[src/rtl/n_bit_down_timer_if.sv]
// ----------------------------------------------------------------------------
// n_bit_down_timer_if
// Groups the load handshake, run controls and status of n_bit_down_timer.
//   master : drives load_val/start/pause/abort, observes ready/count/busy/done
//   slave  : the timer itself
// Parameter WIDTH : width of load_val and count.
// ----------------------------------------------------------------------------
interface n_bit_down_timer_if #(
   parameter int WIDTH = 8
);
   logic [WIDTH-1:0] load_val;
   logic             start;
   logic             ready;
   logic             pause;
   logic             abort;
   logic [WIDTH-1:0] count;
   logic             busy;
   logic             done;

   modport master (
      output load_val, start, pause, abort,
      input  ready, count, busy, done
   );

   modport slave (
      input  load_val, start, pause, abort,
      output ready, count, busy, done
   );
endinterface

[src/rtl/n_bit_down_timer.sv]
// ----------------------------------------------------------------------------
// n_bit_down_timer
// Loadable down-counting timer. A start value is accepted through a
// start/ready handshake; the count then drops by one per unpaused clock and
// a one-cycle done pulse marks terminal count.
//
// Ports
//   clk  : clock, rising edge
//   clr  : asynchronous active-high reset
//   tmr  : n_bit_down_timer_if.slave
//          load_val, start, pause, abort (in); ready, count, busy, done (out)
//
// Build option
//   N_BIT_DOWN_TIMER_RELOAD_EN : auto-reload. The value of the last accepted
//   handshake is reloaded at terminal count and the timer keeps running until
//   abort or clr.
// ----------------------------------------------------------------------------
module n_bit_down_timer #(
   parameter int WIDTH = 8
) (
   input logic                clk,
   input logic                clr,
   n_bit_down_timer_if.slave  tmr
);

   typedef enum logic {S_IDLE = 1'b0, S_RUN = 1'b1} state_t;

   state_t           r_state;
   logic [WIDTH-1:0] r_count;
   logic             r_busy;
   logic             r_done;

   state_t           w_state_nxt;
   logic [WIDTH-1:0] w_count_nxt;
   logic             w_busy_nxt;
   logic             w_done_nxt;
   logic             w_hs;

   assign w_hs = tmr.start && (r_state == S_IDLE);

`ifdef N_BIT_DOWN_TIMER_RELOAD_EN
   logic [WIDTH-1:0] r_reload;

   always_ff @(posedge clk or posedge clr) begin
      if (clr)       r_reload <= '0;
      else if (w_hs) r_reload <= tmr.load_val;
   end
`endif

   always_ff @(posedge clk or posedge clr) begin
      if (clr) begin
         r_state <= S_IDLE;
         r_count <= '0;
         r_busy  <= 1'b0;
         r_done  <= 1'b0;
      end else begin
         r_state <= w_state_nxt;
         r_count <= w_count_nxt;
         r_busy  <= w_busy_nxt;
         r_done  <= w_done_nxt;
      end
   end

   always_comb begin
      w_state_nxt = r_state;
      w_count_nxt = r_count;
      w_busy_nxt  = r_busy;
      w_done_nxt  = 1'b0;   // done is a pulse: cleared unless re-asserted below
      case (r_state)
         S_IDLE: begin
            if (w_hs) begin
               if (tmr.load_val != '0) begin
                  w_count_nxt = tmr.load_val;
                  w_busy_nxt  = 1'b1;
                  w_state_nxt = S_RUN;
               end else begin
                  // zero-length wait completes on the handshake edge itself
                  w_done_nxt  = 1'b1;
               end
            end
         end
         S_RUN: begin
            if (tmr.abort) begin
               w_count_nxt = '0;
               w_busy_nxt  = 1'b0;
               w_state_nxt = S_IDLE;
            end else if (!tmr.pause) begin
               if (r_count > WIDTH'(1)) begin
                  w_count_nxt = r_count - WIDTH'(1);
               end else begin
                  // terminal count (count is never 0 while running)
                  w_done_nxt  = 1'b1;
`ifdef N_BIT_DOWN_TIMER_RELOAD_EN
                  w_count_nxt = r_reload;
`else
                  w_count_nxt = '0;
                  w_busy_nxt  = 1'b0;
                  w_state_nxt = S_IDLE;
`endif
               end
            end
         end
         default: w_state_nxt = S_IDLE;
      endcase
   end

   assign tmr.ready = (r_state == S_IDLE);
   assign tmr.count = r_count;
   assign tmr.busy  = r_busy;
   assign tmr.done  = r_done;

endmodule

[src/flat_wrapper.sv]
// flat-port wrapper written by rule: the top's interface ports become plain ports
module n_bit_down_timer_flat 
#(
   parameter int WIDTH = 8
)
  (clk, clr, tmr_load_val, tmr_start, tmr_pause, tmr_abort, tmr_ready, tmr_count, tmr_busy, tmr_done);
  n_bit_down_timer_if #(.WIDTH(WIDTH)) tmr_i ();
  input logic clk;
  input logic clr;
  input wire logic [$bits(tmr_i.load_val)-1:0] tmr_load_val;
  input wire logic [$bits(tmr_i.start)-1:0] tmr_start;
  input wire logic [$bits(tmr_i.pause)-1:0] tmr_pause;
  input wire logic [$bits(tmr_i.abort)-1:0] tmr_abort;
  output wire logic [$bits(tmr_i.ready)-1:0] tmr_ready;
  output wire logic [$bits(tmr_i.count)-1:0] tmr_count;
  output wire logic [$bits(tmr_i.busy)-1:0] tmr_busy;
  output wire logic [$bits(tmr_i.done)-1:0] tmr_done;
  assign tmr_i.load_val = tmr_load_val;
  assign tmr_i.start = tmr_start;
  assign tmr_i.pause = tmr_pause;
  assign tmr_i.abort = tmr_abort;
  assign tmr_ready = tmr_i.ready;
  assign tmr_count = tmr_i.count;
  assign tmr_busy = tmr_i.busy;
  assign tmr_done = tmr_i.done;
  n_bit_down_timer #(.WIDTH(WIDTH)) u_core (.clk(clk), .clr(clr), .tmr(tmr_i));
endmodule
[config.mk]
export PLATFORM = sky130hd
export DESIGN_NAME = n_bit_down_timer_flat
export DESIGN_NICKNAME = d
export VERILOG_FILES = /design/src/rtl/n_bit_down_timer_if.sv /design/src/rtl/n_bit_down_timer.sv /design/src/flat_wrapper.sv
export SDC_FILE = /design/constraint.sdc
export NUM_CORES = 1
export LEC_CHECK = 0
export ABC_AREA = 1
export CELL_PAD_IN_SITES_DETAIL_PLACEMENT = 2
export CELL_PAD_IN_SITES_GLOBAL_PLACEMENT = 2
export CORE_UTILIZATION = 24
export CTS_CLUSTER_SIZE = 14
export DETAILED_ROUTE_END_ITERATION = 6
export GPL_TIMING_DRIVEN = 0
export PLACE_DENSITY = 0.85
export SYNTH_ARGS = -nofsm -noshare
export SYNTH_HDL_FRONTEND = slang
export SYNTH_SLANG_ARGS = --single-unit
[constraint.sdc]
create_clock -name clk -period 2.2 [get_ports clk]
set_clock_uncertainty 0.2 [all_clocks]
set_input_delay 0.44 -clock clk [delete_from_list [all_inputs] [get_ports clk]]
set_output_delay 0.44 -clock clk [all_outputs]
set_load 0.02 [all_outputs]
After elaboration in Yosys (flattened, before gate mapping)
Index checks and enable logic that the tools add are counted.
W data, S select, Z words.
{"block": "op_classes", "n_bitwise": 1, "n_addsub": 1, "n_eq_ne": 4, "n_mux": 24, "magnitude_cmp": 1, "n_reduce_logical": 4}
{"cell": "$mux W8", "n": 5}
{"cell": "$pmux W8 S2", "n": 1}
{"cell": "$mux W1", "n": 15}
{"cell": "$gt A8 B1 Y1 const B", "n": 1}
{"cell": "$reduce_bool A8 Y1", "n": 1}
{"cell": "$sub A8 B1 Y8 const B", "n": 1}
{"cell": "$ne A3 B3 Y1 const B", "n": 2}
{"cell": "$pmux W1 S2", "n": 3}
{"cell": "$ne A2 B1 Y1 const B", "n": 2}
{"cell": "$reduce_and A4 Y1", "n": 1}
{"cell": "$reduce_and A3 Y1", "n": 1}
{"cell": "$logic_and A1 B1 Y1", "n": 1}
{"cell": "$not A1 Y1", "n": 1}
{"block": "word_totals", "ff_bits": 11, "input_bits": 13, "word_cells": 39, "output_inout_bits": 11}

Depth between registers and ports, before layout
{"block": "logic_depth", "depth_word": 5, "mapped_depth": 11, "depth_no_buf": 11}

Worst setup path after synthesis
No wires, ideal clock.
{"block": "synth_path", "path_kind": "reg2reg", "from": "reg u_core.r_count[0] (netlist: u_core.tmr.count[0])", "to": "reg u_core.r_count[4] (netlist: u_core.tmr.count[4])", "period_less_slack_ps": 1711, "t_required_ps": 1935, "path_stages_with_launch": 11, "setup_ps": 65, "n_path_buf": 1, "path_slack_ps": 489, "t_arrival_ps": 1446, "path_cell_list": "dfrtp_1 > inv_1 > ha_1 > nor2_1 > nor2_1 > nand2_2 > nand2_2 > buf_6 > o21ai_1 > nand2_1 > nand2_1"}
{"block": "synth_between", "elab_chain_cells": 5, "elab_cells_between_ends": 6}
{"item": "start: declaration", "line": "n_bit_down_timer.sv:29", "text": "logic [WIDTH-1:0] r_count;"}
{"item": "start signal: assignment", "line": "n_bit_down_timer.sv:58", "text": "r_count <= w_count_nxt;"}
{"item": "$sub A8 B1 Y8 / $gt A8 B1 Y1 (equally long branches)", "line": "n_bit_down_timer.sv:89, n_bit_down_timer.sv:88"}
{"item": "$mux W8 (*)", "line": "n_bit_down_timer.sv:88", "text": "if (r_count > WIDTH'(1)) begin"}
{"item": "$mux W8 (*)", "line": "n_bit_down_timer.sv:87", "text": "end else if (!tmr.pause) begin"}
{"item": "$mux W8 (*)", "line": "n_bit_down_timer.sv:83", "text": "if (tmr.abort) begin"}
{"item": "$pmux W8 S2 (*)", "line": "n_bit_down_timer.sv:69", "text": "case (r_state)"}
Mark *: on every way between the ends. The rest lies on a longest branch, timed or not. The select of a mux whose other input is x is not followed.
A chain may end at the register's enable or synchronous reset.

Worst setup path in the final report
{"block": "layout_path", "from": "reg u_core.r_count[2] (netlist: u_core.tmr.count[2])", "to": "out tmr_count[2]"}
{"item": "end: declaration", "line": "flat_wrapper.sv:15", "text": "output wire logic [$bits(tmr_i.count)-1:0] tmr_count;"}
No word-level cell between the ends.

==> results.cfg <==
[run_status]
status = finished clean

[synthesis]
synth_fa_ha_area_share_pct = 3.06
synth.distinct_cells = 23
syn_avg_cell_area_um2 = 6.64
synth_compound_area_share_pct = 10.9
synthCells = 123
yosysSeqAreaShare_pct = 33.7
synthesis.nets = 138
synth_area_um2 = 817
ys_ff_latch = 11
yosys_warnings = 0
synth_mux_area_share_pct = 0
synth_top_family_by_area = simple AND/OR/NAND/NOR gates
synth-xor-area-share_pct = 1.07
synth-simple-area-share_pct = 41.2

[worst_setup_path]
end_kind = primary output
crit_required_ns = 1.56
crit_path_start = u_core.tmr.count[2]
path_class = flip-flop to primary output
r2r_start = u_core.tmr.count[0]
slowest_stage = clkdlybuf4s50_1
crit_arrival_ns = 1.41
path_buf_inv = 1
crit_family = buffers and inverters
slowest_delay_ns = 0.65
path_cells = clkdlybuf4s50_1
crit_path_max_fanout = 6
start_kind = flip-flop

[floorplan]
core-area_um2 = 3150
rows = 20
die_height_um = 60.3
ios = 24
die_w_um = 60.3
dieArea_um2 = 3640
initial_core_util_pct = 25.9

[route]
ant_nets = 0
routedWlPerCell_um = 15.1
drc = 0
dr.first_iter.drc_count = 8
drt_wl_total_mm = 2.94
via_count = 880
vias_per_cell = 4.54
dr.pass1.iters = 2

[place]
post-dp-hpwl_mm = 2.37
port-buffer-count = 23
pre_cts_slack_ns = -0.0100
gp_congestion = 0.754

[clock_network]
clockBufferDepth = 2
cts_buffers = 3
clock_sinks = 11
clkTransAtPathRegs_ns = 0.09
cts_hold_buffers = 0
insertion_delay_ns = 0.28
cts-root-buf = clkbuf_4
cts_max_level = 1
cts_tree = built

[final_layout]
syn2layout_area_growth_pct = 38.0
final_cell_mix = nand2_1 (44), clkdlybuf4s50_1 (22), nor2_1 (18)
finalNetCount = 166
final_layout_size_suffix_gt1_share_pct = 12.0
n_antenna_cell = 0
final_common_cell = nand2_1

[sta]
slew_headroom_pct = 68.2
setup_slack_ns = 0.151
fin_crit_sh_pct = 93.1
hold_slack_ns = 0.266
worst_pin_slew_ns = 0.476
fmax_mhz = 488
hold_violations = 0
layout_min_cycle_time_ns = 2.05
slew_violations = 0
setup_viol = 0
tns_ns = 0
rsz0062_at_grt = no

[power_and_ir_drop]
power_leakage_nw = 0.556
power_density_nw_per_um2 = 1340
irDropWorstVdd_uv = 471

[global_routing]
grt-ovfl-total = 0
antenna_found_initial = 0
grt_max_degree = 12
grt_pass1_vias = 1050
grt_usage_pct = 18.9
grt_pass1_wl_mm = 4.91

[hold_path]
min_path_type = input pin to asynchronous set/reset pin

[run]
cap_violations = 0
-- final timing paths --
check / endpoint / slack (ns) / cells past startpoint
worst max-delay path: tmr_count[2] / 0.15 / 1
worst min-delay path: u_core.tmr.count[6] / 0.27 / 2
worst max register to register: u_core.tmr.count[7] / 0.33 / 10
worst min register to register: u_core.tmr.busy / 0.30 / 2
max in group asynchronous: u_core.tmr.count[2] / 1.21 / 2
min in group clk: u_core.tmr.busy / 0.30 / 2
-- kinds of logic after synthesis --
logic type,count (synthesis)
fa+ha+maj,2
flops,11
buf+inv,18
simple gates,78
compound gates,13
xor+xnor,1
-- routing by layer --
metal	global-route usage, %	part of all wire [%]
met5	0	0
met4	2.99	0
met3	4.26	2.5
met2	38.1	56
met1	19.9	42
-- what timing repair did --
action,CTS,global route
endpoints found under the hold margin,0,0
gates resized for setup,1,0
setup endpoints to repair,1,0
buffers inserted,0,0
-- synth_stat cells (all sizes together) --
cell type  count  share of area, %
nand3          6               3.7
buf            2               2.8
o31ai          1              0.92
or2            2               1.5
o21ai         11               9.0
xor2           1               1.1
nand3b         1              0.92
nand4          1              0.77
dfrtp         11                34
nor2          21                11
ha             2               3.1
inv           16               7.4
nand2         47                23
o211ai         1              0.92
-- where the power goes --
group | switching [mW] | total, mW | internal [mW] | leakage [nW]
clock network | 0.0854 | 0.156 | 0.0704 | 0.0150
logic | 0.585 | 0.958 | 0.373 | 0.403
registers | 0.112 | 0.398 | 0.287 | 0.138
total | 0.782 | 1.51 | 0.730 | 0.556
-- through the flow --
| stage | cell area [µm²] | power [mW] | cells | util, % |
|---|---|---|---|---|
| after floorplan | 817 | 0.980 | 123 | - |
| after global placement | 1100 | 1.31 | 190 | 35.0 |
| after detailed placement | 1100 | 1.38 | 190 | 35.0 |
| after CTS | 1130 | 1.54 | 194 | 35.8 |
| after global routing | 1130 | 1.65 | 194 | 35.8 |
| final | 1130 | 1.51 | 194 | 35.8 |
-- flip-flops by register name, indices dropped and copies added (netlist names) --
signal,cells
u_core.tmr.count,8
u_core.r_state,1
u_core.tmr.busy,1
u_core.tmr.done,1
-- cell type report --
cell class | count | area, µm²
Clock buffer | 4 | 26.3
Tap cell | 44 | 55.1
Multi-Input combinational cell | 94 | 459
Fill cell | 409 | 2030
Buffer | 2 | 22.5
Sequential cell | 11 | 275
Timing Repair Buffer | 23 | 229
Inverter | 16 | 60.1
Note: power is estimated with default switching activity, not from simulation.
